[src/rtl/half_ip_sched.sv]
// Scheduler that shares one half-pel interpolator between two requesters.
// Round-robin arbitration in IDLE, one-cycle restart pulse (LAUNCH), wait for
// interpolator completion, then hold the captured result until taken.
// Optional feature macro: FME_TIMEOUT_EN (abort WAIT after TIMEOUT cycles).
module half_ip_sched #(
    parameter int unsigned TIMEOUT = 64,
    parameter int unsigned IND_W   = 8
) (
    input  logic             clk_i,
    input  logic             rst_i,
    input  logic             req0_valid_i,
    input  logic [IND_W-1:0] req0_ind_i,
    output logic             req0_ready_o,
    input  logic             req1_valid_i,
    input  logic [IND_W-1:0] req1_ind_i,
    output logic             req1_ready_o,
    output logic             ip_rst_n_o,
    output logic [IND_W-1:0] ip_ind_o,
    input  logic             ip_done_i,
    input  logic [71:0]      ip_half_i,
    input  logic [31:0]      ip_half_pix_i,
    output logic             rsp_valid_o,
    input  logic             rsp_ready_i,
    output logic             rsp_id_o,
    output logic [71:0]      rsp_half_o,
    output logic [31:0]      rsp_half_pix_o,
    output logic             rsp_err_o,
    output logic             busy_o
);

    if (TIMEOUT < 1) begin : g_timeout_check
        $error("TIMEOUT must be at least 1");
    end

    typedef enum logic [1:0] {
        StIdle   = 2'd0,
        StLaunch = 2'd1,
        StWait   = 2'd2,
        StResp   = 2'd3
    } state_e;

    state_e           state_q, state_d;
    logic             last_grant_q, last_grant_d;
    logic [IND_W-1:0] ip_ind_q, ip_ind_d;
    logic             rsp_id_q, rsp_id_d;
    logic [71:0]      rsp_half_q, rsp_half_d;
    logic [31:0]      rsp_half_pix_q, rsp_half_pix_d;
    // Set once ip_done has been seen low after release, so a done level left
    // over from the previous job is never mistaken for completion.
    logic             armed_q, armed_d;

    logic             grant_valid;
    logic             grant_id;

`ifdef FME_TIMEOUT_EN
    localparam int unsigned CntW = $clog2(TIMEOUT + 1);
    logic [CntW-1:0]  cnt_q, cnt_d;
    logic             rsp_err_q, rsp_err_d;
`endif

    // On contention the requester that did not win last time is granted.
    assign grant_valid = req0_valid_i | req1_valid_i;
    assign grant_id    = (req0_valid_i & req1_valid_i) ? ~last_grant_q : req1_valid_i;

    // Next-state, handshake and capture decisions.
    always_comb begin
        state_d        = state_q;
        last_grant_d   = last_grant_q;
        ip_ind_d       = ip_ind_q;
        rsp_id_d       = rsp_id_q;
        rsp_half_d     = rsp_half_q;
        rsp_half_pix_d = rsp_half_pix_q;
        armed_d        = armed_q;
        req0_ready_o   = 1'b0;
        req1_ready_o   = 1'b0;
`ifdef FME_TIMEOUT_EN
        cnt_d          = cnt_q;
        rsp_err_d      = rsp_err_q;
`endif
        unique case (state_q)
            StIdle: begin
                if (grant_valid) begin
                    req0_ready_o = ~grant_id;
                    req1_ready_o = grant_id;
                    ip_ind_d     = grant_id ? req1_ind_i : req0_ind_i;
                    rsp_id_d     = grant_id;
                    last_grant_d = grant_id;
                    state_d      = StLaunch;
                end
            end
            StLaunch: begin
                armed_d = ~ip_done_i;
`ifdef FME_TIMEOUT_EN
                cnt_d   = '0;
`endif
                state_d = StWait;
            end
            StWait: begin
                armed_d = armed_q | ~ip_done_i;
                if (ip_done_i && armed_q) begin
                    rsp_half_d     = ip_half_i;
                    rsp_half_pix_d = ip_half_pix_i;
`ifdef FME_TIMEOUT_EN
                    rsp_err_d      = 1'b0;
`endif
                    state_d        = StResp;
                end
`ifdef FME_TIMEOUT_EN
                else if (cnt_q == CntW'(TIMEOUT - 1)) begin
                    rsp_half_d     = '0;
                    rsp_half_pix_d = '0;
                    rsp_err_d      = 1'b1;
                    state_d        = StResp;
                end else begin
                    cnt_d = cnt_q + CntW'(1);
                end
`endif
            end
            StResp: begin
                if (rsp_ready_i) begin
                    state_d = StIdle;
                end
            end
            default: state_d = StIdle;
        endcase
    end

    // State and datapath registers.
    always_ff @(posedge clk_i or posedge rst_i) begin
        if (rst_i) begin
            state_q        <= StIdle;
            last_grant_q   <= 1'b1;
            ip_ind_q       <= '0;
            rsp_id_q       <= 1'b0;
            rsp_half_q     <= '0;
            rsp_half_pix_q <= '0;
            armed_q        <= 1'b0;
        end else begin
            state_q        <= state_d;
            last_grant_q   <= last_grant_d;
            ip_ind_q       <= ip_ind_d;
            rsp_id_q       <= rsp_id_d;
            rsp_half_q     <= rsp_half_d;
            rsp_half_pix_q <= rsp_half_pix_d;
            armed_q        <= armed_d;
        end
    end

`ifdef FME_TIMEOUT_EN
    // Timeout counter and error flag.
    always_ff @(posedge clk_i or posedge rst_i) begin
        if (rst_i) begin
            cnt_q     <= '0;
            rsp_err_q <= 1'b0;
        end else begin
            cnt_q     <= cnt_d;
            rsp_err_q <= rsp_err_d;
        end
    end
    assign rsp_err_o = rsp_err_q;
`else
    assign rsp_err_o = 1'b0;
`endif

    assign ip_rst_n_o     = (state_q == StWait) || (state_q == StResp);
    assign ip_ind_o       = ip_ind_q;
    assign rsp_valid_o    = (state_q == StResp);
    assign rsp_id_o       = rsp_id_q;
    assign rsp_half_o     = rsp_half_q;
    assign rsp_half_pix_o = rsp_half_pix_q;
    assign busy_o         = (state_q != StIdle);

endmodule

[config.mk]
export PLATFORM = sky130hd
export DESIGN_NAME = half_ip_sched
export DESIGN_NICKNAME = d
export VERILOG_FILES = /design/src/rtl/half_ip_sched.sv
export SDC_FILE = /design/constraint.sdc
export NUM_CORES = 1
export LEC_CHECK = 0
export CAP_MARGIN = 20
export CORE_MARGIN = 2
export CORE_UTILIZATION = 25
export DETAILED_ROUTE_END_ITERATION = 7
export MAX_ROUTING_LAYER = met4
export SLEW_MARGIN = 20
export SYNTH_ARGS = -nofsm -noshare
export SYNTH_HDL_FRONTEND = slang
export SYNTH_SLANG_ARGS = --single-unit
[constraint.sdc]
create_clock -name clk_i -period 8.63 [get_ports clk_i]
set_input_delay 1.726 -clock clk_i [delete_from_list [all_inputs] [get_ports clk_i]]
set_output_delay 1.726 -clock clk_i [all_outputs]
set_load 0.05 [all_outputs]
Yosys cells after proc, flatten, opt, wreduce, memory -nomap -nowiden:

Cells that the tools add are included.

* output and inout bits: 119
* register bits after elaboration: 117
* logic and storage cells: 38
* input bits: 126

* bitwise operators: 6
* reduce and logical (&&, ||, !) cells: 8
* multiplexer cells: 11
* eq/ne operators: 6

Operators by type and width (count)
* $mux 8: 1
* $pmux 2 s4: 1
* $mux 2: 3
* $mux 1: 5
* $eq 2x2->1 const B: 2
* $ne 2x2->1 const B: 2
* $reduce_and 2->1: 2
* $reduce_bool 2->1: 2
* $not 1->1: 3
* $reduce_and 3->1: 1
* $eq 2x1->1 const B: 1
* $logic_not 2->1: 1
* $ne 2x1->1 const B: 1
* $or 1x1->1: 2
* $pmux 1 s2: 1
* $and 1x1->1: 1
* $logic_and 1x1->1: 1
* $logic_or 1x1->1: 1

Depth between registers and ports, before layout:

Gate-level depths: netlist of run 1.

* depth after elaboration: 5
* depth in mapped cells: 6
* mapped depth without buffers: 5

Least setup slack after synthesis of run 1:

OpenSTA, ideal clock, no wires.

* kind: input to output
* start point: input port req1_valid_i
* end point: output port req0_ready_o
* data required time: 6.904 ns
* data arrival time: 2.867 ns
* cell stages on the path: 3
* slack: 4.037 ns
* path buffers: 1
* path through: a21bo_2 -> buf_2 -> nor2b_1

* cells in the longest elaborated chain, start to end: 5

Ends and longest elaborated chain
* start: declaration: line 14 `input logic req1_valid_i,`
* $and 1x1->1: line 63 `assign grant_id = (req0_valid_i & req1_valid_i) ? ~last_grant_q : req1_valid_i;`
* $mux 1: line 63
* $not 1->1: line 83 `req0_ready_o = ~grant_id;`
* $mux 1 *: line 82 `if (grant_valid) begin`
* $mux 1 *: line 80 `unique case (state_q)`
* end: declaration: line 13 `output logic req0_ready_o,`

Mark *: on every way between the ends. The rest lies on a longest branch, timed or not.

Worst setup path in the final report of run 1:

* start point: input port req0_valid_i
* end point: output port req0_ready_o

* cells in the longest elaborated chain, start to end: 5

Ends and longest elaborated chain
* start: declaration: line 11 `input logic req0_valid_i,`
* $and 1x1->1: line 63
* $mux 1: line 63
* $not 1->1: line 83
* $mux 1 *: line 82
* $mux 1 *: line 80

Marked as above.

==> run_results.csv, run 1 <==
group,metric,value,unit
logic_synthesis,synth_fp_nets,417,
floorplanning,core_area,18700,sq um
critical_path,endpoint_kind,"primary output",
layout,layout-drive-gt1-share,0.260,
route,wl_per_cell,15.9,um
critical_path,critical_path_arrival,3820,ps
logic_synthesis,ys_types,25,
global_routing,antenna_found_initial,0,
layout,postLayoutCoreUtil,0.429,
sta,rsz0062_at_grt,"no",
global_routing,grt_start_max_net_pins,63,
layout,design_area,8020,sq um
logic_synthesis,yosysSeqAreaShare,0.613,
power_and_ir_drop,p_int,2120,uW
global_routing,grt_pass1_wl,19500,um
layout,antenna_cells,0,
floorplanning,die_h,142,um
logic_synthesis,synth_largest_area_cell,"dfrtp_1",
floorplanning,row_count,50,
sta,finalCritPeriodShare,0.642,
logic_synthesis,synth.top_cell.area_share,0.607,
clocking,clock-sinks,117,
power_and_ir_drop,combPwrFrac,0.566,
floorplanning,die_w,142,um
critical_path,regToRegSetupSlack,6340,ps
clocking,clk_latency,410,ps
layout,nets,668,
power_and_ir_drop,swShare,0.451,
status,outcome,"completed",
placed_design,hpwl,9060,um
logic_synthesis,synth-seq-cells,117,
logic_synthesis,synthArstFlopShare,1.00,
critical_path,ff2ff_path_depth,5,
sta,slew_viol_final,0,
logic_synthesis,synth_edf_count,0,
critical_path,start_kind,"input port",
route,drtIter0Drc,66,
power_and_ir_drop,pwr_density_cell,482,nW/um^2
clocking,ctsLongestPathBuffers,2,
global_routing,grt_pass1_vias,3570,
power_and_ir_drop,pwr-share-clk,0.179,
power_and_ir_drop,p_switching,1750,uW
sta,setup-violations-final,0,
logic_synthesis,synth_area_per_cell,16.7,sq um
logic_synthesis,synthTopCellsByArea,"dfrtp_1 (61%), mux2_4 (19%), mux2_2 (10%)",
clocking,path_clk_slew,60,ps
placed_design,gp_congestion,0.791,
sta,hold_violations,0,
placed_design,place_ws,3080,ps
route,num_vias,3307,
logic_synthesis,ys.flop_type,"dfrtp_1",
clocking,post_cts_buffers,0,
sta,slew_headroom,0.353,
sta,finalSetupTns,0,ps
layout,layout.cells.non_filler,784,
route,dr.pass1.iters,4,
sta,fin_worst_skew,6.67,ps
clocking,clockRootBuffer,"clkbuf_16",
sta,clock.fmax,180,MHz
critical_path,required,6900,ps
sta,min_period,5540,ps
floorplanning,ios,245,
global_routing,overflow,0,
min_path,hold_end,"rsp_id_o",
logic_synthesis,synth.most_common_cell,"dfrtp_1",
power_and_ir_drop,max-vdd-ir-drop,0.000309,V
route,finalWirelength,12500,um
placed_design,numPortBuffers,243,
layout,area_growth,67.8,%
min_path,min_path_type,"flip-flop to flip-flop",
critical_path,r2r_start,"state_q[0]",
clocking,ctsHtreeMaxLevel,4,
clocking,cts_resized,0,
critical_path,path_class,"input port to primary output",
global_routing,track_usage,0.129,
sta,worst_slack,3090,ps
logic_synthesis,netlist_instances,287,
placed_design,place_area,7450,sq um
logic_synthesis,synth.top_cells.by_count,"dfrtp_1 (116), mux2_4 (60), mux2_2 (44)",
sta,tightestPinTransition,965,ps
clocking,tritoncts,"yes",
min_path,hold-path-cell-count,1,
power_and_ir_drop,power_frac_seq,0.255,
logic_synthesis,syn_area,4780,sq um
run,timing.max_cap.violations,0,
power_and_ir_drop,p_leak,0.00360,uW
min_path,min_from,"rsp_id_o",
floorplanning,start_util,0.256,
route,route.detailed.drc,0,
route,ant_nets,0,
clocking,numCtsBuffers,17,
route,avgViaCountPerCell,4.22,
critical_path,crit_fanout,18,
clocking,hold_buffers,0,
logic_synthesis,yosysWarnings,0,
placed_design,dp_cells,753,
critical_path,r2r_end,"rsp_half_pix_o[21]",
floorplanning,die_area,20200,sq um
## layout make-up
class	instances	area [sq um]
Fill cell	1677	10700
Sequential cell	117	2930
Timing Repair Buffer	246	2470
Multi-Input combinational cell	150	1720
Clock buffer	17	425
Tap cell	234	293
Clock inverter	14	153
Inverter	6	25.0
## per-layer routing
metal,vias to the layer above,share of wire,track usage
met4,0,0.012,0.0405
met1,1649,0.41,0.147
met5,-,0,-
met2,147,0.49,0.208
li1,1499,-,-
met3,12,0.087,0.0532
## power by group through the flow
stage               clock network (uW)  registers (uW)  logic, uW
floorplan                            0            1920        547
global placement                     0             980       2190
detailed placement                   0             991       2200
CTS                                717             989       2210
global route                       743            1020       2270
finish                             693             985       2190
## critical path, stage by stage
cell             delay (ps)
clkdlybuf4s50_1         460
o21ai_1                 780
nor2b_1                 110
clkdlybuf4s50_1         740
## sequential cells by signal, summed over array words and instances (netlist names)
name	count
last_grant_q	1
rsp_half_pix_o	32
rsp_id_o	1
armed_q	1
ip_ind_o	8
state_q	2
rsp_half_o	72
## layout by cell type (no fill, tap or decap), types with 2 or more instances in the layout
cell type,instances
dfrtp_1,116
clkbuf_16,17
bufinv_16,2
clkinvlp_4,4
buf_4,2
ha_1,4
o21ai_0,10
clkinv_4,2
nor2_1,2
inv_6,4
inv_1,5
nand2_1,9
mux2_2,44
clkdlybuf4s50_1,243
mux2i_1,9
mux2_4,60
clkinv_2,2
## cells by family after synthesis
logic type | synth area share
AO/OA/AOI/OAI | 0.0236
adder cells (fa/ha/maj) | 0.0105
buffers and inverters | 0.0283
flip-flops | 0.613
multiplexers | 0.311
other | 0.000784
AND/OR/NAND/NOR | 0.0133
## stage by stage
stage               hold slack (ps)  power [uW]
floorplan                       500        2460
global placement                473        3170
detailed placement              473        3200
CTS                             487        3920
global route                    514        4040
finish                          476        3870
## worst max-delay path by stage
stage	start	endpoint	slack, ps	depth (start not counted)
6_report	req0_valid_i	req0_ready_o	3090	4
3_5_place_dp	req0_valid_i	req0_ready_o	3080	4
5_1_grt	req0_valid_i	req0_ready_o	2940	4
3_3_place_gp	req0_valid_i	req0_ready_o	3120	4
2_1_floorplan	rst_i	armed_q	3800	1
4_1_cts	req0_valid_i	req0_ready_o	3090	4
Power figures use the tool's default switching activity.
==> run 2: changes to the inputs <==
Clock period 8.63 ns to 4.69 ns, I/O delays scaled along.
==> run 2 against run 1 <==
Against the previous run: critical path depth stayed put; via count about the same; sequential power is 85% higher; flip-flop and latch count stayed put; hold slack better by 8.4 ps; clock skew is 3.3 ps higher; cell count is 0.26% higher; worst setup slack got worse by 2100 ps; total power up 84%; highest routed layer unchanged; combinational power rose by 84%; largest power group unchanged; first-iteration DRC count rose by 21%; sequential share of layout area about the same.
==> run_results.csv, run 2 (synthesized netlist as in run 1, its figures left out) <==
group,metric,value,unit
status,outcome,"completed",
power_and_ir_drop,pwr_density_cell,887,nW/um^2
floorplanning,ios,245,
critical_path,ff2ff_path_depth,5,
critical_path,start_kind,"input port",
critical_path,cp.buffers_inverters,2,
critical_path,path_class,"input port to primary output",
clocking,ctsLongestPathBuffers,2,
route,wl_per_cell,16.0,um
clocking,tritoncts,"yes",
critical_path,crit_fanout,10,
sta,slew_viol_final,0,
layout,num-fill-cells,1673,
sta,rsz0062_at_grt,"no",
sta,finalCritPeriodShare,0.795,
placed_design,place_ws,952,ps
route,finalWirelength,12600,um
power_and_ir_drop,p_leak,0.00361,uW
clocking,numCtsBuffers,17,
clocking,clk_latency,400,ps
critical_path,cp_slowest_cell,"clkdlybuf4s50_1",
placed_design,gp_congestion,0.785,
clocking,clockRootBuffer,"clkbuf_16",
global_routing,track_usage,0.131,
route,ant_nets,0,
clocking,path_clk_slew,60,ps
clocking,post_cts_buffers,0,
critical_path,cp_num_cells,4,
critical_path,crit_top_cell,"clkdlybuf4s50_1",
floorplanning,row_count,50,
clocking,clock-sinks,117,
floorplanning,die_area,20200,sq um
sta,worst_slack,963,ps
floorplanning,die_w,142,um
layout,multiInputGateArea,1720,sq um
global_routing,antenna_found_initial,0,
min_path,hold-path-cell-count,1,
global_routing,grt_pass1_wl,19600,um
layout,area_growth,68.0,%
route,num_vias,3305,
layout,antenna_cells,0,
critical_path,slowest_delay,830,ps
clocking,hold_buffers,0,
route,route.detailed.drc,0,
placed_design,numPortBuffers,243,
sta,hold_violations,0,
layout,final_common_cell,"clkdlybuf4s50_1",
critical_path,crit_family,"buffers and inverters",
clocking,cts_resized,0,
route,dr.pass1.iters,4,
floorplanning,die_h,142,um
layout,largest_reg_flops,72,
critical_path,endpoint_kind,"primary output",
sta,clock.fmax,268,MHz
global_routing,overflow,0,
sta,tightestPinTransition,929,ps
floorplanning,start_util,0.256,
critical_path,crit_chain,"clkdlybuf4s50_1 -> a21bo_2 -> nor2_1 -> clkdlybuf4s50_1",
critical_path,critical_path_arrival,2790,ps
global_routing,grt_pass1_vias,3655,
layout,nets,669,
placed_design,hpwl,9100,um
route,avgViaCountPerCell,4.20,
critical_path,required,3750,ps
layout,layout_common_cells,"clkdlybuf4s50_1 (243), dfrtp_1 (116), mux2_4 (60), mux2_2 (44), clkbuf_16 (17)",
sta,finalSetupTns,0,ps
clocking,ctsHtreeMaxLevel,4,
layout,layout-drive-gt1-share,0.261,
layout,layout.area.seq,2930,sq um
sta,min_period,3730,ps
global_routing,grt_start_max_net_pins,61,
power_and_ir_drop,max-vdd-ir-drop,0.000376,V
sta,setup-violations-final,0,
sta,fin_worst_skew,10.0,ps
min_path,min_path_type,"flip-flop to flip-flop",
run,timing.max_cap.violations,0,
floorplanning,core_area,18700,sq um
route,drtIter0Drc,80,
sta,slew_headroom,0.381,
-- run 2: worst paths after layout --
path / start / end / slack [ps]
max in group asynchronous: rst_i / rsp_half_o[68] / 2850
hold / removal: rsp_id_o / rsp_id_o / 480
setup reg to reg: state_q[0] / rsp_half_o[41] / 1990
hold reg to reg: rsp_id_o / rsp_id_o / 480
setup / recovery: req1_valid_i / req1_ready_o / 960
min in group asynchronous: rst_i / rsp_half_pix_o[12] / 1000
-- run 2: per-layer routing --
layer  part of all wire  track usage  vias up
met5                  0            -        -
li1                   -            -     1502
met1               0.42        0.153     1640
met2               0.49        0.206      151
met3              0.083       0.0498       12
met4              0.012       0.0489        0
-- run 2: power breakdown --
part | internal [uW] | switching, uW | total, uW | leakage, uW
Combinational | 1600 | 2440 | 4040 | 0.00193
Clock | 809 | 461 | 1270 | 0.000282
Sequential | 1530 | 289 | 1820 | 0.00140
-- run 2: per-stage QoR --
step | hold slack, ps | cell area (sq um) | util | total power, uW | cells
after global routing | 512 | 8030 | 0.429 | 7450 | 786
after floorplan | 500 | 4780 | - | 4530 | 287
after global placement | 471 | 7450 | 0.398 | 5840 | 754
after detailed placement | 476 | 7450 | 0.398 | 5890 | 754
final | 485 | 8030 | 0.429 | 7130 | 786
after CTS | 490 | 8030 | 0.429 | 7210 | 786
-- run 2: area by class of cell --
type	count	share of cell area
sequential	117	0.365
timing repair buffer	247	0.308
multi-input combinational	150	0.215
clock buffer	20	0.0569
tap	234	0.0365
clock inverter	12	0.0160
inverter	6	0.00312
-- run 2: worst register-to-register path: cells and delay by family, from the launching register on --
kind	cells	cell delay, ps
buffers and inverters	2	760
AND/OR/NAND/NOR	1	700
multiplexers	1	410
flip-flops	1	400
adder cells (fa/ha/maj)	1	300
==> run 3: changes to the inputs <==
Clock period 4.69 ns to 3.3 ns, I/O delays scaled along.
==> run 3 against run 2 <==
Against the previous run: clock skew down 2.7 ps; non-clock buffer count rose by 1; clock power grew 31%; register-to-register slack worse by 630 ps; via count is 1.5% lower; sequential power is 42% higher; design area fell by 0.48%; global-route usage is essentially flat; largest power group unchanged; critical path type is now flip-flop to primary output; largest cell class unchanged; combinational power increased by 43%; critical path depth unchanged.
==> run_results.csv, run 3 (synthesized netlist as in run 1, its figures left out) <==
group,metric,value,unit
clocking,numCtsBuffers,17,
placed_design,place_ws,732,ps
sta,slew_viol_final,0,
clocking,clockRootBuffer,"clkbuf_16",
power_and_ir_drop,combPwrFrac,0.576,
layout,final_common_cell,"clkdlybuf4s50_1",
critical_path,critical_path_arrival,2170,ps
layout,layout.area.seq,2930,sq um
min_path,min_path_type,"flip-flop to flip-flop",
power_and_ir_drop,power_frac_seq,0.258,
global_routing,overflow,0,
floorplanning,start_util,0.256,
layout,nets,670,
route,ant_nets,0,
clocking,clock-sinks,117,
floorplanning,die_h,142,um
global_routing,grt_pass1_vias,3721,
route,drtIter0Drc,87,
floorplanning,die_area,20200,sq um
critical_path,path_class,"flip-flop to primary output",
route,avgViaCountPerCell,4.15,
run,timing.max_cap.violations,0,
critical_path,slowest_delay,720,ps
critical_path,start_kind,"flip-flop",
power_and_ir_drop,pwr-share-clk,0.166,
layout,area_growth,67.2,%
sta,hold_violations,0,
layout,layout-drive-gt1-share,0.263,
floorplanning,core_area,18700,sq um
layout,postLayoutCoreUtil,0.427,
global_routing,grt_pass1_wl,19600,um
critical_path,cp_slowest_cell,"clkdlybuf4s50_1",
global_routing,track_usage,0.131,
layout,layout.cells.non_filler,785,
placed_design,numPortBuffers,243,
clocking,ctsLongestPathBuffers,2,
floorplanning,die_w,142,um
critical_path,crit_fanout,5,
floorplanning,row_count,50,
layout,antenna_cells,0,
global_routing,antenna_found_initial,0,
critical_path,crit_family,"buffers and inverters",
sta,finalSetupTns,0,ps
clocking,ctsHtreeMaxLevel,4,
clocking,clk_latency,400,ps
layout,multiInputGateArea,1720,sq um
sta,tightestPinTransition,644,ps
critical_path,cp.buffers_inverters,2,
route,finalWirelength,12600,um
critical_path,required,2640,ps
layout,num-fill-cells,1699,
sta,clock.fmax,353,MHz
route,dr.pass1.iters,4,
layout,layout_common_cells,"clkdlybuf4s50_1 (241), dfrtp_1 (116), mux2_4 (60), mux2_2 (44), clkbuf_16 (17)",
sta,rsz0062_at_grt,"no",
clocking,post_cts_buffers,0,
power_and_ir_drop,p_switching,4520,uW
power_and_ir_drop,max-vdd-ir-drop,0.000584,V
power_and_ir_drop,swShare,0.452,
power_and_ir_drop,p_int,5480,uW
critical_path,endpoint_kind,"primary output",
route,route.detailed.drc,0,
power_and_ir_drop,pwr_density_cell,1250,nW/um^2
status,outcome,"completed",
sta,min_period,2830,ps
sta,finalCritPeriodShare,0.859,
sta,slew_headroom,0.571,
sta,setup-violations-final,0,
placed_design,gp_congestion,0.783,
layout,largest_reg_flops,72,
floorplanning,ios,245,
sta,fin_worst_skew,7.34,ps
sta,worst_slack,467,ps
power_and_ir_drop,p_leak,0.00360,uW
clocking,path_clk_slew,50,ps
critical_path,crit_chain,"inv_1 -> ha_1 -> or2_2 -> clkdlybuf4s50_1",
global_routing,grt_start_max_net_pins,118,
placed_design,dp_cells,755,
clocking,cts_resized,0,
route,num_vias,3256,
clocking,tritoncts,"yes",
clocking,hold_buffers,0,
route,wl_per_cell,16.1,um
power_and_ir_drop,total_power,10000,uW
placed_design,hpwl,9020,um
[run 3: final cells by class]
type / instances / share of cell area
timing repair buffer: 248 / 0.312
tap: 234 / 0.0366
inverter: 6 / 0.00329
clock inverter: 11 / 0.0110
sequential: 117 / 0.366
clock buffer: 19 / 0.0554
multi-input combinational: 150 / 0.216
[run 3: worst paths after layout]
check	from	to	slack (ps)	cells past startpoint
max	state_q[0]	ip_rst_n_o	470	4
min	ip_ind_o[7]	ip_ind_o[7]	480	2
max reg2reg	state_q[0]	rsp_half_o[28]	1360	5
min reg2reg	ip_ind_o[7]	ip_ind_o[7]	480	2
max in group asynchronous	rst_i	rsp_half_o[61]	2020	3
min in group asynchronous	rst_i	rsp_half_o[39]	790	3
[run 3: worst reg2reg max path: stages (launching register included)]
cell and delay, ps:
dfrtp_1 390, inv_1 110, ha_1 290, nand3_4 310, buf_12 340, mux2_4 380
[run 3: layer usage]
| metal | GRT usage | wire length (um) | vias up |
|---|---|---|---|
| met2 | 0.216 | 6440 | 133 |
| li1 | - | - | 1500 |
| met1 | 0.145 | 5070 | 1606 |
| met3 | 0.0451 | 884 | 17 |
| met4 | 0.0505 | 248 | 0 |
| met5 | - | 0 | - |
[run 3: stage by stage]
step                      hold slack [ps]  instance area, sq um
final                                 478                  7990
after CTS                             485                  7990
after detailed placement              473                  7460
after global placement                469                  7460
after global routing                  513                  7990
after floorplan                       500                  4780
[run 3: power groups by stage]
| stage | Clock [uW] | Sequential (uW) | Combinational [uW] |
|---|---|---|---|
| 2_1_floorplan | 0 | 5010 | 1430 |
| 3_3_place_gp | 0 | 2560 | 5750 |
| 3_5_place_dp | 0 | 2590 | 5800 |
| 4_1_cts | 1730 | 2590 | 5820 |
| 5_1_grt | 1790 | 2680 | 5980 |
| 6_report | 1660 | 2580 | 5760 |
